**src/rtl/seg_scan_decoder.sv**
```systemverilog
// Receive-side decoder for a multiplexed 7-segment scan bus (active-low enables/segments).
// Debounces each digit dwell, decodes segments to hex nibbles and assembles 8-digit frames.
module seg_scan_decoder #(
   parameter int unsigned SETTLE  = 2,
   parameter int unsigned TIMEOUT = 1024
) (
   input  logic        clk,
   input  logic        rst_n,
   input  logic [7:0]  led_en,
   input  logic [7:0]  led_cx,
   output logic [63:0] values,
   output logic [7:0]  dp,
   output logic [7:0]  blank,
   output logic [7:0]  invalid,
   output logic        frame_valid,
   output logic        multi_en_err,
   output logic        idle
);

   localparam int unsigned IW = $clog2(TIMEOUT + 1);
   localparam logic [IW-1:0] TO_MAX    = IW'(TIMEOUT);
   localparam logic [7:0]    SETTLE_M1 = 8'(SETTLE - 1);

   typedef struct packed {
      logic [3:0] nib;
      logic       dp;
      logic       blank;
      logic       inv;
   } digit_t;

   localparam digit_t DIGIT_RST = '{nib: 4'h0, dp: 1'b0, blank: 1'b1, inv: 1'b0};

   function automatic digit_t decode_cx(input logic [7:0] cx);
      digit_t     d;
      logic [6:0] pat;
      pat = ~cx[6:0];
      d   = '{nib: 4'h0, dp: ~cx[7], blank: 1'b0, inv: 1'b0};
      case (pat)
         7'h3F:   d.nib = 4'h0;
         7'h06:   d.nib = 4'h1;
         7'h5B:   d.nib = 4'h2;
         7'h4F:   d.nib = 4'h3;
         7'h66:   d.nib = 4'h4;
         7'h6D:   d.nib = 4'h5;
         7'h7D:   d.nib = 4'h6;
         7'h07:   d.nib = 4'h7;
         7'h7F:   d.nib = 4'h8;
         7'h67:   d.nib = 4'h9;
         7'h77:   d.nib = 4'hA;
         7'h7C:   d.nib = 4'hB;
         7'h58:   d.nib = 4'hC;
         7'h5E:   d.nib = 4'hD;
         7'h79:   d.nib = 4'hE;
         7'h71:   d.nib = 4'hF;
         7'h00:   d.blank = 1'b1;
         default: d.inv = 1'b1;
      endcase
      return d;
   endfunction

   // sample stage
   logic [7:0] en_s, cx_s;

   // previous sample for the stability compare
   logic [7:0] cx_p;
   logic [2:0] idx_p;
   logic       dig_p;

   logic [7:0]    cnt_q;
   logic          done_q;
   logic [7:0]    seen;
   logic          frame_go;
   logic [IW-1:0] idle_cnt;
   digit_t        shadow [8];

   // enable decode of the registered sample
   logic [2:0] idx;
   logic [3:0] zeros;
   logic       dig, multi;

   always_comb begin
      // NOTE: every combinational output gets a default first so no latch is inferred.
      idx   = 3'd0;
      zeros = 4'd0;
      for (int i = 0; i < 8; i++) begin
         if (!en_s[i]) begin
            zeros = zeros + 4'd1;
            idx   = 3'(i);
         end
      end
      dig   = (zeros == 4'd1);
      multi = (zeros > 4'd1);
   end

   // stability filter and capture decision
   logic          eq, done_eff, capture, timeout_hit;
   logic [7:0]    run, seen_or;
   logic [IW-1:0] idle_nxt;

   always_comb begin
      eq       = dig && dig_p && (idx == idx_p) && (cx_s == cx_p);
      run      = 8'd0;
      if (eq) run = (cnt_q == 8'hFF) ? cnt_q : cnt_q + 8'd1;
      done_eff = eq && done_q;
      capture  = dig && (run >= SETTLE_M1) && !done_eff;
      seen_or  = seen;
      if (capture) seen_or = seen | (8'd1 << idx);
      idle_nxt = idle_cnt;
      if (dig) idle_nxt = '0;
      else if (idle_cnt != TO_MAX) idle_nxt = idle_cnt + 1'b1;
      timeout_hit = !dig && (idle_cnt == TO_MAX - 1'b1);
   end

   always_ff @(posedge clk or negedge rst_n) begin
      if (!rst_n) begin
         // NOTE: sequential state uses non-blocking assignments only.
         en_s <= 8'hFF;
         cx_s <= 8'hFF;
      end else begin
         en_s <= led_en;
         cx_s <= led_cx;
      end
   end

   always_ff @(posedge clk or negedge rst_n) begin
      if (!rst_n) begin
         cx_p         <= 8'hFF;
         idx_p        <= 3'd0;
         dig_p        <= 1'b0;
         cnt_q        <= 8'd0;
         done_q       <= 1'b0;
         seen         <= 8'd0;
         frame_go     <= 1'b0;
         idle_cnt     <= '0;
         values       <= 64'd0;
         dp           <= 8'd0;
         blank        <= 8'hFF;
         invalid      <= 8'd0;
         frame_valid  <= 1'b0;
         multi_en_err <= 1'b0;
         idle         <= 1'b1;
         // NOTE: the shadow bank is reset so a partial frame can never leak out after reset.
         for (int i = 0; i < 8; i++) shadow[i] <= DIGIT_RST;
      end else begin
         cx_p         <= cx_s;
         idx_p        <= idx;
         dig_p        <= dig;
         cnt_q        <= run;
         done_q       <= capture || done_eff;
         idle_cnt     <= idle_nxt;
         multi_en_err <= multi;
         frame_valid  <= 1'b0;

         if (capture) shadow[idx] <= decode_cx(cx_s);

         if (timeout_hit) begin
            idle     <= 1'b1;
            seen     <= 8'd0;
            frame_go <= 1'b0;
            values   <= 64'd0;
            dp       <= 8'd0;
            blank    <= 8'hFF;
            invalid  <= 8'd0;
         end else begin
            if (capture) idle <= 1'b0;
            // clearing seen here lets a capture on the publish cycle count toward the next frame
            seen     <= (seen_or == 8'hFF) ? 8'd0 : seen_or;
            frame_go <= (seen_or == 8'hFF);
            if (frame_go) begin
               frame_valid <= 1'b1;
               for (int i = 0; i < 8; i++) begin
                  values[8*i +: 8] <= {4'h0, shadow[i].nib};
                  dp[i]            <= shadow[i].dp;
                  blank[i]         <= shadow[i].blank;
                  invalid[i]       <= shadow[i].inv;
               end
            end
         end
      end
   end

endmodule

```
**config.mk**
```make
export PLATFORM = sky130hd
export DESIGN_NAME = seg_scan_decoder
export DESIGN_NICKNAME = d
export VERILOG_FILES = /design/src/rtl/seg_scan_decoder.sv
export SDC_FILE = /design/constraint.sdc
export NUM_CORES = 1
export LEC_CHECK = 0
export ABC_AREA = 1
export BUFFER_PORTS_ARGS = -buffer_cell sky130_fd_sc_hd__buf_2
export CORE_MARGIN = 2
export CORE_UTILIZATION = 55
export DETAILED_ROUTE_END_ITERATION = 10
export PLACE_DENSITY = 0.85
export SYNTH_ARGS = -nofsm -noshare
export SYNTH_HDL_FRONTEND = slang
export SYNTH_SLANG_ARGS = --single-unit
```
**constraint.sdc**
```tcl
create_clock -name clk -period 6.95 [get_ports clk]
set_clock_uncertainty 0.1 [all_clocks]
set_input_delay 0 -clock clk [delete_from_list [all_inputs] [get_ports clk]]
set_output_delay 0 -clock clk [all_outputs]
set_load 0.01 [all_outputs]
```
### After elaboration in Yosys (flattened, before gate mapping)

Index checks and enable logic that the tools add are counted.

| storage, ports and cells | value |
|---|---|
| latch bits | 0 |
| word-level logic and storage cells | 150 |
| memories kept | 0 |
| register bits after elaboration | 204 |
| bits in read-only memories | 0 |
| RAM bits | 0 |
| input port bits | 18 |
| output and inout bits | 91 |

| cells by class | value |
|---|---|
| bitwise operators | 4 |
| reductions and logical operators | 16 |
| multipliers | 0 |
| div/mod/pow operators | 0 |
| add/sub/neg operators | 9 |
| muxes and demuxes | 44 |
| shift-type cells | 1 |
| order comparisons | 4 |
| equality and inequality tests | 23 |

Operators by type and width:

| kind | count |
|---|---|
| 64-bit 2-to-1 mux | 2 |
| 7-bit == test, second input constant | 13 |
| 8-bit 2-to-1 mux | 11 |
| 4-bit one-hot mux with 15 select lines | 1 |
| 56-bit bitwise mux | 1 |
| 4-bit 2-to-1 mux | 8 |
| 4-bit by 1-bit adder with 4-bit output, second input constant | 7 |
| 11-bit 2-to-1 mux | 2 |
| 7-bit demux with 3-bit select | 1 |
| 17-bit OR reduction | 1 |
| 8-bit == test, second input constant | 2 |
| 3-bit 2-to-1 mux | 5 |
| 7-bit by 3-bit == test with 1-bit output, second input constant | 2 |
| 11-bit by 1-bit adder with 11-bit output, second input constant | 1 |
| 11-bit by 10-bit == test with 1-bit output, second input constant | 1 |
| 1-bit 2-to-1 mux | 11 |
| 11-bit != test, second input constant | 1 |
| 8-bit by 1-bit adder with 8-bit output, second input constant | 1 |
| 8-bit == test | 1 |
| 8-bit by 1-bit >= comparator with 1-bit output, second input constant | 1 |
| 1-bit logical AND | 8 |
| 8-bit bitwise OR | 1 |
| 1-bit by 3-bit left shift with 8-bit output, first input constant | 1 |
| 7-bit by 6-bit == test with 1-bit output, second input constant | 1 |
| other kinds (14) | 17 |

### Longest topological paths before layout

| logic depth | value |
|---|---|
| depth after elaboration | 27 |
| depth in mapped cells | 35 |
| gate-level depth less buffers | 35 |

### Worst setup path before layout

Ideal clock, no wire load.

| timing | value |
|---|---|
| path kind | reg2reg |
| from | reg en_s[0] |
| to | reg seen[0] |
| data arrival time | 4.226 ns |
| stages on the path, launching flop included | 31 |
| slack | 2.494 ns |
| period minus slack after synthesis | 4.456 ns |
| data required time | 6.721 ns |
| setup time | 0.129 ns |
| path through | dfstp_2 > inv_1 > ha_1 > inv_1 > nand2_2 > nand2_4 > inv_1 > ha_1 > or2_1 > nand2_1 > nand2_1 > nand3_1 > nand2_1 > ha_1 > or2_2 > nand2_1 > nand2_1 > o21ai_1 > nand2_1 > nand2_1 > inv_1 > nand2_1 > nand3_2 > nor3_4 > o41ai_1 > nand2_4 > nand3_1 > nand2_1 > nand2_2 > nor2_4 > a21oi_1 |

| between the ends | value |
|---|---|
| longest elaborated chain between the ends | 27 |
| elaborated cells between the ends (all ways) | 31 |

Ends and longest elaborated chain:

| what | RTL line | source |
|---|---|---|
| start, declared | 62 | `logic [7:0] en_s, cx_s;` |
| start signal, assigned | 120 | `en_s <= led_en;` |
| 1-bit 2-to-1 mux * | 86 | `if (!en_s[i]) begin` |
| 4-bit by 1-bit adder with 4-bit output | 87 | `zeros = zeros + 4'd1;` |
| 4-bit 2-to-1 mux * | 86 |  |
| 4-bit by 1-bit adder with 4-bit output | 87 |  |
| 4-bit 2-to-1 mux * | 86 |  |
| 4-bit by 1-bit adder with 4-bit output | 87 |  |
| 4-bit 2-to-1 mux * | 86 |  |
| 4-bit by 1-bit adder with 4-bit output | 87 |  |
| [8 not listed] | - |  |
| 1-bit logical AND (3 in series) | 101 | `eq = dig && dig_p && (idx == idx_p) && (cx_s == cx_p);` |
| 8-bit 2-to-1 mux | 103 | `if (eq) run = (cnt_q == 8'hFF) ? cnt_q : cnt_q + 8'd1;` |
| 8-bit by 1-bit >= comparator with 1-bit output | 105 | `capture = dig && (run >= SETTLE_M1) && !done_eff;` |
| 1-bit logical AND (2 in series) | 105 |  |
| 8-bit 2-to-1 mux | 107 | `if (capture) seen_or = seen \| (8'd1 << idx);` |
| 8-bit == test | 167 | `seen <= (seen_or == 8'hFF) ? 8'd0 : seen_or;` |
| 8-bit 2-to-1 mux | 167 |  |
| 8-bit 2-to-1 mux * | 156 | `if (timeout_hit) begin` |
| end signal, assigned | 167 |  |
| end, declared | 71 | `logic [7:0] seen;` |

Mark *: on every way between the ends. The rest lies on a longest branch, timed or not.
A chain may end at the register's enable or synchronous reset.

### Worst setup path in the final report

| timing | value |
|---|---|
| from | reg en_s[0] |
| to | reg frame_go |

| between the ends | value |
|---|---|
| longest elaborated chain between the ends | 26 |
| elaborated cells between the ends (all ways) | 30 |

Ends and longest elaborated chain:

| what | RTL line | source |
|---|---|---|
| 1-bit 2-to-1 mux * | 86 |  |
| 4-bit by 1-bit adder with 4-bit output | 87 |  |
| 4-bit 2-to-1 mux * | 86 |  |
| 4-bit by 1-bit adder with 4-bit output | 87 |  |
| 4-bit 2-to-1 mux * | 86 |  |
| 4-bit by 1-bit adder with 4-bit output | 87 |  |
| 4-bit 2-to-1 mux * | 86 |  |
| 4-bit by 1-bit adder with 4-bit output | 87 |  |
| [7 not listed] | - |  |
| 4-bit by 1-bit == test with 1-bit output * | 91 | `dig = (zeros == 4'd1);` |
| 1-bit logical AND (3 in series) | 101 |  |
| 8-bit 2-to-1 mux | 103 |  |
| 8-bit by 1-bit >= comparator with 1-bit output | 105 |  |
| 1-bit logical AND (2 in series) | 105 |  |
| 8-bit 2-to-1 mux | 107 |  |
| 8-bit == test | 168 | `frame_go <= (seen_or == 8'hFF);` |
| 1-bit 2-to-1 mux * | 156 |  |
| end signal, assigned | 168 |  |
| end, declared | 72 | `logic frame_go;` |

Marks and branches as above.

==> metrics.md <==
| Metric | Value |
|---|---|
| Status | completed |
| Gp weighted congestion | 0.954 |
| Area of the core | 13,900 sq um |
| PostCTS Resize Cnt | 0 |
| FFs w/ async S/R, synth | 100% |
| Clock Power Share | 43.1% |
| Final max-slew violation count | 0 |
| Pleak | 4.50 nW |
| Post-CTS Repair Setup Buffers | 0 |
| Tcrit/Tclk final | 76.5% |
| Worst slew margin | 25.5% |
| Vias per cell | 5.38 |
| Root Buffer | clkbuf_16 |
| Share of the synthesized area in the top cell type | 41.9% |
| Reg2reg path depth | 31 |
| CP max stage delay | 0.54 ns |
| Layout area overhead | 15.6% |
| Maximum clock path buffer count | 2 |
| Max-cap viol count | 0 |
| Worst path bufs/invs | 4 |
| Top Family by Delay on Critical Path | simple AND/OR/NAND/NOR gates |
| Hold Crit Start | led_cx[2] |
| Routed Antenna Nets | 0 |
| Fin Setup TNS | 0 ns |
| Initial DRC Count | 438 |
| Final setup margin | 1.63 ns |
| Die area | 15,200 sq um |
| First-pass GRT wire length | 27.8 mm |
| Num ports | 109 |
| Slew @ Worst Pin | 1.11 ns |
| FF+latch count, synth | 172 |
| DP Wirelength | 11.2 mm |
| Critical Path AT | 5.58 ns |
| CP max-delay cell | dfstp_2 |
| Netlist cell types | 43 |
| Total power | 2.23 mW |
| Reg2reg start | en_s[0] |
| RR Endpoint | frame_go |
| Most area-hungry cell type in the Yosys netlist | dfrtp_1 |
| Max FO, Critical Path | 15 |
| Syn Inst Count | 818 |
| Power density cells | 247 nW/um^2 |
| Chip width | 123 um |
| Top reg by flops | shadow |
| Hold Path Stages | 2 |
| Syn. warnings | 0 |
| Layout net count | 939 |
| Vias in the first global route | 5,751 |
| Combinational Power Share | 9.3% |
| Antenna violations before repair | 0 |
| Flop pwr share | 47.5% |
| Pre-CTS setup slack | 1.72 ns |
| Peak VDD IR | 182 uV |
| Sequential share of the synthesized area | 55.7% |
| Fraction of layout cells with a size suffix above 1 | 20.8% |
| Min-Delay Path Class | primary input to flop |
| Total Wirelength | 16.8 mm |
| Syn Std Cell Area | 7830 sq um |
| Via count | 5,937 |
| Final Hold Viols | 0 |
| Number of synthesized flops with an enable pin | 0 |
| CTS Buf Count | 17 |
| Int Pwr | 1.63 mW |
| DRC Markers | 0 |
| CP dominant cell by count | nand2_1 |
| CTS sink count | 172 |
| Synth cell count leaders | 161 x nand2_1, 131 x dfrtp_1, 80 x inv_1 |
| Fmax | 188 MHz |
| Most common cell in the synthesized netlist | nand2_1 |
| Synth Area per Inst | 9.57 sq um |
| Critical Path Sink Type | flop |
| Largest net degree at the start of global routing | 112 |
| R2r setup slk | 1.63 ns |
| Period minus WS final | 5.32 ns |
| Die Height | 123 um |
| Regs by FF count | shadow x56, values x32, idle_cnt x11 |
| Clk Latency, worst-skew pair | 0.42 ns |
| Area contributors post-synth | dfrtp_1 42%, dfstp_2 14%, nand2_1 7.7% |
| Antenna diodes | 0 |
| Primary FF master, synth | dfrtp_1 |
| GRT overflow | 0 |
| CTS tree | built |
| GRT Util Overall | 23.4% |
| RSZ-0062 raised after global routing | no |
| Final setup violation count | 0 |
| Sw frac | 26.8% |
| CP required | 7.21 ns |
| Row cnt | 43 |
| WHS Endpoint | cx_s[2] |
| Wirelength per Cell | 15.2 um |
| Critical Path Source Type | flop |
| Max FFs per register | 56 |
| H-tree Lvls | 4 |
| Starting Density | 56.4% |
| Port Buffers | 76 |
| DRT Pass-1 Iters | 5 |
| CTS clk-pin slew, worst paths | 0.07 ns |
| Switching power of the nets | 0.599 mW |
| Worst hold margin | 0.112 ns |
| WS Path Type | flop to flop |
-- metal layers --
metal  vias up  global-route usage (%)  part of all wire, %
li1       2831                       -                    -
met1      2880                    32.0                   44
met2       188                    37.5                   49
met3        38                    4.34                  5.0
met4         0                    8.95                  2.2
met5         -                       0                    0
-- placed cells by master, fill, tap and decap left out, types with 13 or more instances in the layout --
cell and count:
a21oi_1 13, a22o_1 48, buf_2 75, clkbuf_16 17, conb_1 32, dfrtp_1 131
dfstp_2 41, dlygate4sd3_1 17, inv_1 80, nand2_1 161, nand3_1 47, nor2_1 53
nor3_1 17, o21ai_0 67
-- worst max-delay path by stage --
stage	from	to	slack (ns)	depth (start not counted)
global route	en_s[0]	frame_go	1.13	31
CTS	en_s[0]	frame_go	1.66	31
finish	en_s[0]	frame_go	1.63	31
global placement	en_s[0]	blank[7]	1.90	28
detailed placement	en_s[0]	frame_go	1.72	31
floorplan	en_s[0]	seen[0]	2.49	30
-- per-stage QoR --
stage	instance area, sq um	util (%)	instances
floorplan	7940	-	849
global placement	8260	59.5	1054
detailed placement	8260	59.5	1054
CTS	9040	65.2	1103
global route	9040	65.2	1103
finish	9040	65.2	1103
-- layout make-up --
class / instances / area [sq um]
Tap cell: 180 / 225
Clock buffer: 18 / 439
Clock inverter: 14 / 174
Timing Repair Buffer: 99 / 602
Inverter: 83 / 314
Multi-Input combinational cell: 537 / 2940
Fill cell: 1069 / 4840
Sequential cell: 172 / 4360
-- worst reg2reg max path, delay by kind of cell, from the launching register on --
kind                     cells  cell delay (ns)
AO/OA/AOI/OAI                2             0.32
adder cells (fa/ha/maj)      3             0.92
buffers and inverters        4             0.26
flip-flops                   1             0.54
AND/OR/NAND/NOR             22             3.11
-- power groups by stage --
stage          clock network [mW]  logic [mW]  registers (mW)
6_report                    0.962       0.208            1.06
5_1_grt                      1.02       0.237            1.07
4_1_cts                     0.976       0.209            1.06
3_5_place_dp                    0       0.200            1.08
3_3_place_gp                    0       0.193            1.08
2_1_floorplan                   0       0.159            1.07
-- kinds of logic after synthesis --
logic type,after synthesis,share of synthesized area [%]
AO/OA/AOI/OAI,149,12.6
XOR/XNOR,18,2.01
buffers and inverters,140,8.52
adder cells (fa/ha/maj),11,1.76
flip-flops,172,55.7
other,1,0.0479
AND/OR/NAND/NOR,327,19.4
-- timing repair --
action                                  4_1_cts  5_1_grt
endpoints found under the setup margin        0        0
endpoints found under the hold margin       116        0
hold buffers                                 17        0
Note: power is estimated with default switching activity, not from simulation.
